### config.mk
export PLATFORM = sky130hd
export DESIGN_NAME = usb_tx
export DESIGN_NICKNAME = d
export VERILOG_FILES = /design/src/rtl/usb_tx.sv
export SDC_FILE = /design/constraint.sdc
export NUM_CORES = 1
export LEC_CHECK = 0
export CAP_MARGIN = 5
export CORE_MARGIN = 1
export CORE_UTILIZATION = 50
export CTS_BUF_LIST = sky130_fd_sc_hd__clkbuf_4 sky130_fd_sc_hd__clkbuf_8 sky130_fd_sc_hd__clkbuf_16
export CTS_CLUSTER_SIZE = 20
export DETAILED_ROUTE_END_ITERATION = 10
export MAX_ROUTING_LAYER = met4
export PLACE_DENSITY = 0.8
export SLEW_MARGIN = 0
export SYNTH_ARGS = -nofsm -noshare
export SYNTH_HDL_FRONTEND = slang
export SYNTH_SLANG_ARGS = --single-unit
### constraint.sdc
create_clock -name clk -period 2.2 [get_ports clk]
set_clock_uncertainty 0.2 [all_clocks]
set_input_delay 0.33 -clock clk [delete_from_list [all_inputs] [get_ports clk]]
set_output_delay 0.33 -clock clk [all_outputs]
set_load 0.02 [all_outputs]
### src/rtl/usb_tx.sv
// usb_tx: USB 1.1 full-speed transmitter sending SYNC, PID, payload, optional CRC16 and EOP
// with bit stuffing and NRZI. Define USB_TX_CRC16_EN to append a hardware CRC16 to DATA packets.
`timescale 1ns/1ps
module usb_tx #(
    parameter int unsigned CLKS_PER_BIT = 8,
    parameter int unsigned MAX_BYTES    = 64
) (
    input  logic       clk,
    input  logic       n_rst,
    input  logic       tx_start,
    input  logic [3:0] tx_PID,
    input  logic [6:0] byte_count,
    input  logic [7:0] tx_data,
    output logic       get_tx_byte,
    output logic       d_plus,
    output logic       d_minus,
    output logic       tx_busy,
    output logic       tx_done,
    output logic       tx_error
);
    localparam int unsigned CW = (CLKS_PER_BIT > 1) ? $clog2(CLKS_PER_BIT) : 1;
    localparam logic [CW-1:0] LAST_CLK = CW'(CLKS_PER_BIT - 1);

    typedef enum logic [2:0] {
        IDLE, SYNC, PID, DATA,
`ifdef USB_TX_CRC16_EN
        CRC,
`endif
        EOP_SE0, EOP_J
    } state_t;

    state_t        state, state_n;
    logic          start_pend, pend_n;
    logic [3:0]    pid_q, pid_n;
    logic [6:0]    cnt_q, cnt_n;
    logic [15:0]   shreg, sh_n;
    logic [3:0]    bit_idx, idx_n, field_last;
    logic [2:0]    ones, ones_n;
    logic [CW-1:0] clk_cnt, clk_n;
    logic          dp_n, dm_n, busy_n, done_n, err_n;
    logic          emit, emit_bit, pid_is_data, req_is_data;
`ifdef USB_TX_CRC16_EN
    logic [15:0]   crc, crc_n;
    logic          crc_en;

    function automatic logic [15:0] crc_step(input logic [15:0] c, input logic b);
        return {c[14:0], 1'b0} ^ ((b ^ c[15]) ? 16'h8005 : 16'h0000);
    endfunction

    // Complemented remainder, reversed so shreg[0] carries the x^15 term first.
    function automatic logic [15:0] crc_wire(input logic [15:0] c);
        logic [15:0] r;
        for (int unsigned i = 0; i < 16; i++) r[i] = ~c[15 - i];
        return r;
    endfunction
`endif

    assign pid_is_data = (pid_q == 4'h3) || (pid_q == 4'hB);
    assign req_is_data = (tx_PID == 4'h3) || (tx_PID == 4'hB);

    always_comb begin
        state_n     = state;
        pend_n      = 1'b0;
        pid_n       = pid_q;
        cnt_n       = cnt_q;
        sh_n        = shreg;
        idx_n       = bit_idx;
        ones_n      = ones;
        clk_n       = clk_cnt;
        dp_n        = d_plus;
        dm_n        = d_minus;
        busy_n      = tx_busy;
        done_n      = 1'b0;
        err_n       = 1'b0;
        get_tx_byte = 1'b0;
        emit        = 1'b0;
        emit_bit    = 1'b0;
`ifdef USB_TX_CRC16_EN
        crc_n      = crc;
        crc_en     = 1'b0;
        field_last = (state == CRC) ? 4'd15 : 4'd7;
`else
        field_last = 4'd7;
`endif
        if (start_pend) begin
            state_n  = SYNC;
            sh_n     = 16'h0080;
            idx_n    = '0;
            clk_n    = '0;
            busy_n   = 1'b1;
            emit     = 1'b1;
            emit_bit = 1'b0;
`ifdef USB_TX_CRC16_EN
            crc_n = '1;
`endif
        end else if (state == IDLE) begin
            if (tx_start) begin
                if (req_is_data && (32'(byte_count) > MAX_BYTES)) begin
                    err_n = 1'b1;
                end else begin
                    pend_n = 1'b1;
                    pid_n  = tx_PID;
                    cnt_n  = byte_count;
                end
            end
        end else if (clk_cnt != LAST_CLK) begin
            clk_n = clk_cnt + 1'b1;
        end else begin
            clk_n = '0;
            case (state)
                EOP_SE0: begin
                    if (bit_idx == 4'd0) begin
                        idx_n = 4'd1;
                    end else begin
                        state_n = EOP_J;
                        dp_n    = 1'b1;
                        dm_n    = 1'b0;
                    end
                end
                EOP_J: begin
                    state_n = IDLE;
                    busy_n  = 1'b0;
                    done_n  = 1'b1;
                end
                default: begin
                    // Stuffing takes priority, so a pending stuffed 0 also precedes a byte load or EOP.
                    if (ones == 3'd6) begin
                        emit     = 1'b1;
                        emit_bit = 1'b0;
                    end else if (bit_idx != field_last) begin
                        sh_n     = shreg >> 1;
                        idx_n    = bit_idx + 1'b1;
                        emit     = 1'b1;
                        emit_bit = shreg[1];
`ifdef USB_TX_CRC16_EN
                        crc_en = (state == DATA);
`endif
                    end else begin
                        idx_n = '0;
                        if (state == SYNC) begin
                            state_n  = PID;
                            sh_n     = {8'h00, ~pid_q, pid_q};
                            emit     = 1'b1;
                            emit_bit = pid_q[0];
                        end else if ((state == PID || state == DATA) && pid_is_data && cnt_q != 7'd0) begin
                            state_n     = DATA;
                            get_tx_byte = 1'b1;
                            sh_n        = {8'h00, tx_data};
                            cnt_n       = cnt_q - 1'b1;
                            emit        = 1'b1;
                            emit_bit    = tx_data[0];
`ifdef USB_TX_CRC16_EN
                            crc_en = 1'b1;
                        end else if (state != CRC && pid_is_data) begin
                            state_n  = CRC;
                            sh_n     = crc_wire(crc);
                            emit     = 1'b1;
                            emit_bit = ~crc[15];
`endif
                        end else begin
                            state_n = EOP_SE0;
                            dp_n    = 1'b0;
                            dm_n    = 1'b0;
                        end
                    end
                end
            endcase
        end
        if (emit) begin
            dp_n   = emit_bit ? d_plus : ~d_plus;
            dm_n   = ~dp_n;
            ones_n = emit_bit ? ones + 3'd1 : 3'd0;
        end
`ifdef USB_TX_CRC16_EN
        if (crc_en) crc_n = crc_step(crc, emit_bit);
`endif
    end

    always_ff @(posedge clk or negedge n_rst) begin
        if (!n_rst) begin
            state      <= IDLE;
            start_pend <= 1'b0;
            pid_q      <= '0;
            cnt_q      <= '0;
            shreg      <= '0;
            bit_idx    <= '0;
            ones       <= '0;
            clk_cnt    <= '0;
            d_plus     <= 1'b1;
            d_minus    <= 1'b0;
            tx_busy    <= 1'b0;
            tx_done    <= 1'b0;
            tx_error   <= 1'b0;
`ifdef USB_TX_CRC16_EN
            crc        <= '0;
`endif
        end else begin
            state      <= state_n;
            start_pend <= pend_n;
            pid_q      <= pid_n;
            cnt_q      <= cnt_n;
            shreg      <= sh_n;
            bit_idx    <= idx_n;
            ones       <= ones_n;
            clk_cnt    <= clk_n;
            d_plus     <= dp_n;
            d_minus    <= dm_n;
            tx_busy    <= busy_n;
            tx_done    <= done_n;
            tx_error   <= err_n;
`ifdef USB_TX_CRC16_EN
            crc        <= crc_n;
`endif
        end
    end
endmodule

* Word level (Yosys, flattened, before mapping) *
Index checks and enable logic that the tools add are counted.

word-level totals
  bits in registers = 46
  bits of input ports = 22
  output and inout bits = 6
  logic and storage cells = 174

cells by class
  $add $sub $neg = 4
  magnitude comparators = 1
  equality and inequality tests = 38
  mux-type cells = 93
  bitwise gates (word level) = 5
  reduce and logical (&&, ||, !) cells = 20

operator list
  kind                                                                     number
  16-bit 2-to-1 mux                                                        8
  7-bit 2-to-1 mux                                                         9
  1-bit 2-to-1 mux                                                         54
  3-bit 2-to-1 mux                                                         12
  2-bit inequality test, second input constant                             13
  4-bit 2-to-1 mux                                                         6
  9-bit AND reduction                                                      2
  3-bit by 2-bit inequality test with 1-bit output, second input constant  5
  5-bit AND reduction                                                      3
  3-bit inequality test, second input constant                             4
  3-bit equality test, second input constant                               3
  4-bit by 2-bit equality test with 1-bit output, second input constant    2
  4-bit equality test, second input constant                               2
  4-bit by 2-bit inequality test with 1-bit output, second input constant  2
  4-bit one-hot mux with 2 select lines                                    1
  7-bit > comparator, second input constant                                1
  7-bit nonzero test                                                       1
  7-bit by 1-bit subtractor with 7-bit output, second input constant       1
  3-bit by 1-bit adder with 3-bit output, second input constant            2
  3-bit by 2-bit equality test with 1-bit output, second input constant    2
  2-bit by 1-bit inequality test with 1-bit output, second input constant  3
  3-bit one-hot mux with 2 select lines                                    1
  4-bit by 1-bit adder with 4-bit output, second input constant            1
  4-bit zero test                                                          1
  other kinds (13)                                                         22

* Logic depth before layout (Yosys ltp) *
  depth in word-level cells = 15
  mapped depth = 9
  gate-level depth less buffers = 8

* Least setup slack after synthesis *
OpenSTA, ideal clock, no wires.

  path type = register to register
  start point = reg cnt_q[3]
  end point = reg d_plus
  setup time = 0.081 ns
  arrival = 1.816 ns
  required time = 1.919 ns
  path slack = 0.103 ns
  cell stages (with the launch flop) = 7
  path buffers = 0
  clock period less this slack = 2.097 ns
  cell sequence = dfrtp_1 -> or3_1 -> or3_4 -> nand2_4 -> a32oi_4 -> nand2b_1 -> o221a_1

between the ends
  cells in the longest elaborated chain, start to end = 12
  elaborated cells on any way between the ends = 30
  those cells by class = eq/ne (9); mux (18); reduce/logical (3)

ends and longest elaborated chain
  item                                                                                      RTL line  RTL
  start: declaration                                                                        35        logic [6:0] cnt_q, cnt_n;
  start signal: assignment                                                                  201       cnt_q <= cnt_n;
  7-bit nonzero test (*)                                                                    145       end else if ((state == PID || state == DATA) && pid_is_data && cnt_q != 7'd0) begin
  1-bit logical AND (*)                                                                     145
  1-bit 2-to-1 mux                                                                          145
  1-bit 2-to-1 mux                                                                          140       if (state == SYNC) begin
  1-bit 2-to-1 mux                                                                          130       end else if (bit_idx != field_last) begin
  1-bit 2-to-1 mux                                                                          127       if (ones == 3'd6) begin
  1-bit 2-to-1 mux                                                                          110       case (state)
  1-bit 2-to-1 mux                                                                          106       end else if (clk_cnt != LAST_CLK) begin
  1-bit 2-to-1 mux                                                                          96        end else if (state == IDLE) begin
  1-bit 2-to-1 mux                                                                          85        if (start_pend) begin
  3-bit by 2-bit inequality test with 1-bit output (no line), or another cell as far along  --
  9-bit AND reduction (no line) / 1-bit 2-to-1 mux (equally long branches)                  --
  end signal: assignment                                                                    206       d_plus <= dp_n;
  end: declaration                                                                          15        output logic d_plus,

Mark *: on every way between the ends. The rest lies on a longest branch, timed or not.
A chain may end at the register's enable or synchronous reset.

* Worst setup path in the final report *
  start point = reg state[2]
  end point = reg d_minus

between the ends
  cells in the longest elaborated chain, start to end = 15
  elaborated cells on any way between the ends = 43
  those cells by class = eq/ne (14); mux (22); bitwise (1); reduce/logical (6)

ends and longest elaborated chain
  item                                                                                     RTL line  RTL
  start: declaration                                                                       32        state_t state, state_n;
  start signal: assignment                                                                 198       state <= state_n;
  branches (longest 15 deep; another with 3-bit by 2-bit equality test with 1-bit output)  --
  end signal: assignment                                                                   207       d_minus <= dm_n;
  end: declaration                                                                         16        output logic d_minus,

Several ways; the timed one is not identified. The select of a mux whose other input is x is not followed.

==> impl_metrics.csv <==
group,metric,value,unit
worst_setup_path,r2r.worst_path.cells,8,
status,violations,"negative setup slack",
place,dp_hpwl,3.82,mm
sta,whs,0.236,ns
global_routing,gr-total-overflow,0,
worst_setup_path,ff2ff_setup_slack,-0.04,ns
sta,tightestPinTransition,0.467,ns
floorplan,die_y,68.3,um
global_routing,grt_usage,27.3,%
sta,worst_slack,-0.0423,ns
clock_tree,cts_tree,"built",
power,vdd_drop_max,0.732,mV
layout,final_nets,342,
status,run_status,"complete, but fails checks",
worst_setup_path,timing.rr.start,"state[2]",
floorplan,initial_core_util,53.5,%
power,leakagePower,1.34,nW
worst_setup_path,path_class,"reg2reg",
drt,wl_per_cell,15.3,um
layout,final_util,74.9,%
clock_tree,numCtsBuffers,5,
sta,min_period,2.24,ns
sta,slew_headroom,68.9,%
power,pwr-share-clk,15.4,%
drt,detail_route.vias_per_cell,5.54,
logic_synthesis,synth_edf_count,0,
clock_tree,clkSinkCount,37,
drt,vias,2010,
logic_synthesis,syn-cell-area,2200,um^2
logic_synthesis,async_flop_share,100,%
layout,antenna_cells,0,
worst_setup_path,max_stage_delay,0.47,ns
worst_setup_path,end_kind,"flop",
sta,hold_viol_final,0,
logic_synthesis,synth_nets,266,
floorplan,dieArea,4670,um^2
floorplan,dieWidth,68.3,um
sta,fmax,0.446,GHz
power,internal_power,1.99,mW
min_path,whs_path_depth,3,
worst_setup_path,critPathArrivalTime,2.22,ns
clock_tree,cts-root-buf,"clkbuf_8",
worst_setup_path,crit_slowest_cell,"dfrtp_2",
sta,maxSlewViolCount,0,
worst_setup_path,r2r_end,"d_minus",
worst_setup_path,critPathBufInv,2,
worst_setup_path,cp_top_family,"compound AO/OA/AOI/OAI gates",
worst_setup_path,crit_fanout,7,
min_path,whs_endpoint,"cnt_q[1]",
global_routing,first_global_vias,1882,
min_path,worstHoldStart,"byte_count[1]",
global_routing,antenna_found_initial,0,
layout,area_growth,40.2,%
power,net-switching-power,1.21,mW
min_path,hold_class,"in2reg",
logic_synthesis,ys_types,58,
place,post-place-ws,-0.417,ns
drt,drc,0,
clock_tree,clock_latency,0.29,ns
logic_synthesis,synth-seq-cells,37,
logic_synthesis,yosysWarnings,0,
job,drv_cap,0,
worst_setup_path,cp-startpoint,"state[2]",
drt,ant_nets,0,
clock_tree,clock_path_buffers,2,
sta,grt_setup_unrepaired,"yes",
sta,fin_crit_sh,102,%
place,io_buffers,27,
global_routing,grt_max_degree,38,
power,combPwrFrac,50.7,%
logic_synthesis,ys.flop_type,"dfrtp_1",
worst_setup_path,cp-start-kind,"flop",
drt,wl,5.55,mm
floorplan,rows,23,
clock_tree,cts_max_level,2,
power,p_sw_share,37.8,%
logic_synthesis,synthCells,237,
layout,drive_gt1_share,30.0,%
power,p_seq_share,33.9,%
power,power,3.21,mW
worst_setup_path,critPathRequiredTime,2.18,ns
worst_setup_path,path_cells,"nand4b_1 > nor2_2 > buf_4 > nand2_4 > buf_8 > o31a_4 > xnor2_1 > a22o_1",
sta,finalSetupViolCount,2,
power,power_density,1040,nW/um^2
logic_synthesis,syn_avg_cell_area,9.28,um^2
floorplan,ios,28,
drt,drtPass1Iterations,4,
floorplan,core_area,4120,um^2
global_routing,grt_pass1_wl,8.92,mm
place,gp_congestion,0.922,
logic_synthesis,synth_seq_area_share,42.2,%
clock_tree,path_clk_slew,0.07,ns
drt,drtIter0Drc,148,
==> final cells by class <==
class                           instances  area (um^2)
Sequential cell                        37          928
Inverter                               10         37.5
Timing Repair Buffer                   82          707
Fill cell                             302         1030
Clock buffer                            7         90.1
Multi-Input combinational cell        177         1260
Tap cell                               50         62.6
==> per-layer routing <==
metal / share of wire (%) / global-route usage, % / vias up
li1: - / - / 995
met1: 45 / 34.9 / 957
met2: 50 / 42.3 / 52
met3: 4.1 / 6.00 / 6
met4: 1.0 / 9.90 / 0
met5: 0 / - / -
==> Yosys cell counts, drive strengths merged, types with 5 or more instances <==
library cell	count	area, um^2
inv	10	37.5
nand3	6	30.0
or3	5	36.3
buf	8	45.0
mux2i	10	100
clkbuf	5	18.8
ha	7	87.6
nand2	21	86.3
o21ai	20	104
nor2	31	126
nor3	6	30.0
a21oi	18	93.8
dfrtp	36	901
==> power groups by stage <==
stage	clock (mW)	combinational (mW)	sequential (mW)
floorplan	0	0.909	1.09
global placement	0	1.43	1.08
detailed placement	0	1.49	1.09
CTS	0.500	1.52	1.08
global route	0.536	1.81	1.12
finish	0.495	1.63	1.09
==> per-stage QoR <==
step           cells  cell area [um^2]  setup TNS, ns
3_3_place_gp     348              2820          -3.82
4_1_cts          358              2960        -0.0677
5_1_grt          363              3080         -0.537
3_5_place_dp     348              2820          -4.37
2_1_floorplan    237              2200              0
6_report         363              3080        -0.0577
==> sequential cells by signal, indices dropped and copies added (netlist names), 3 cells and up <==
signal and flops:
bit_idx 4, cnt_q 7, ones 3, clk_cnt 3, state 3, shreg 7
pid_q 4
==> logic make-up after synthesis <==
| group | after synthesis | share of synthesized area (%) |
|---|---|---|
| compound gates | 64 | 20.6 |
| flops | 37 | 42.2 |
| mux | 14 | 6.60 |
| buf+inv | 23 | 4.61 |
| fa+ha+maj | 7 | 3.98 |
| xor+xnor | 1 | 0.398 |
| simple gates | 91 | 21.7 |
==> tightest hold or removal path, cell delays in order <==
cell and delay, ns:
clkdlybuf4s15_1 0.19, a211oi_1 0.07, a21oi_1 0.10
==> repair_timing <==
action                                 CTS  global route
gates cloned                             0             0
resized for setup                       19            17
setup buffers                            2             5
hold buffers                             1             0
setup endpoints to repair               16            16
endpoints found under the hold margin   36             0
pin swaps                                8            10
==> how the worst max path moves through the flow <==
stage	slack, ns	cells past startpoint	to
2_1_floorplan	0.10	6	d_plus
3_5_place_dp	-0.42	8	cnt_q[2]
3_3_place_gp	-0.36	7	cnt_q[0]
5_1_grt	-0.12	8	d_minus
6_report	-0.04	8	d_minus
4_1_cts	-0.04	5	get_tx_byte
==> cell usage in the layout (no fill, tap or decap), drive strengths merged, types with 3 or more instances in the layout <==
cell	count
a211oi	3
a21oi	18
buf	56
clkbuf	7
clkdlybuf4s50	21
dfrtp	36
ha	7
inv	10
mux2	4
mux2i	10
nand2	21
nand2b	3
nand3	6
nand3b	3
nor2	31
nor2b	4
nor3	6
nor3b	4
o21ai	20
o22ai	3
or3	5
(Power assumes the default switching activity.)
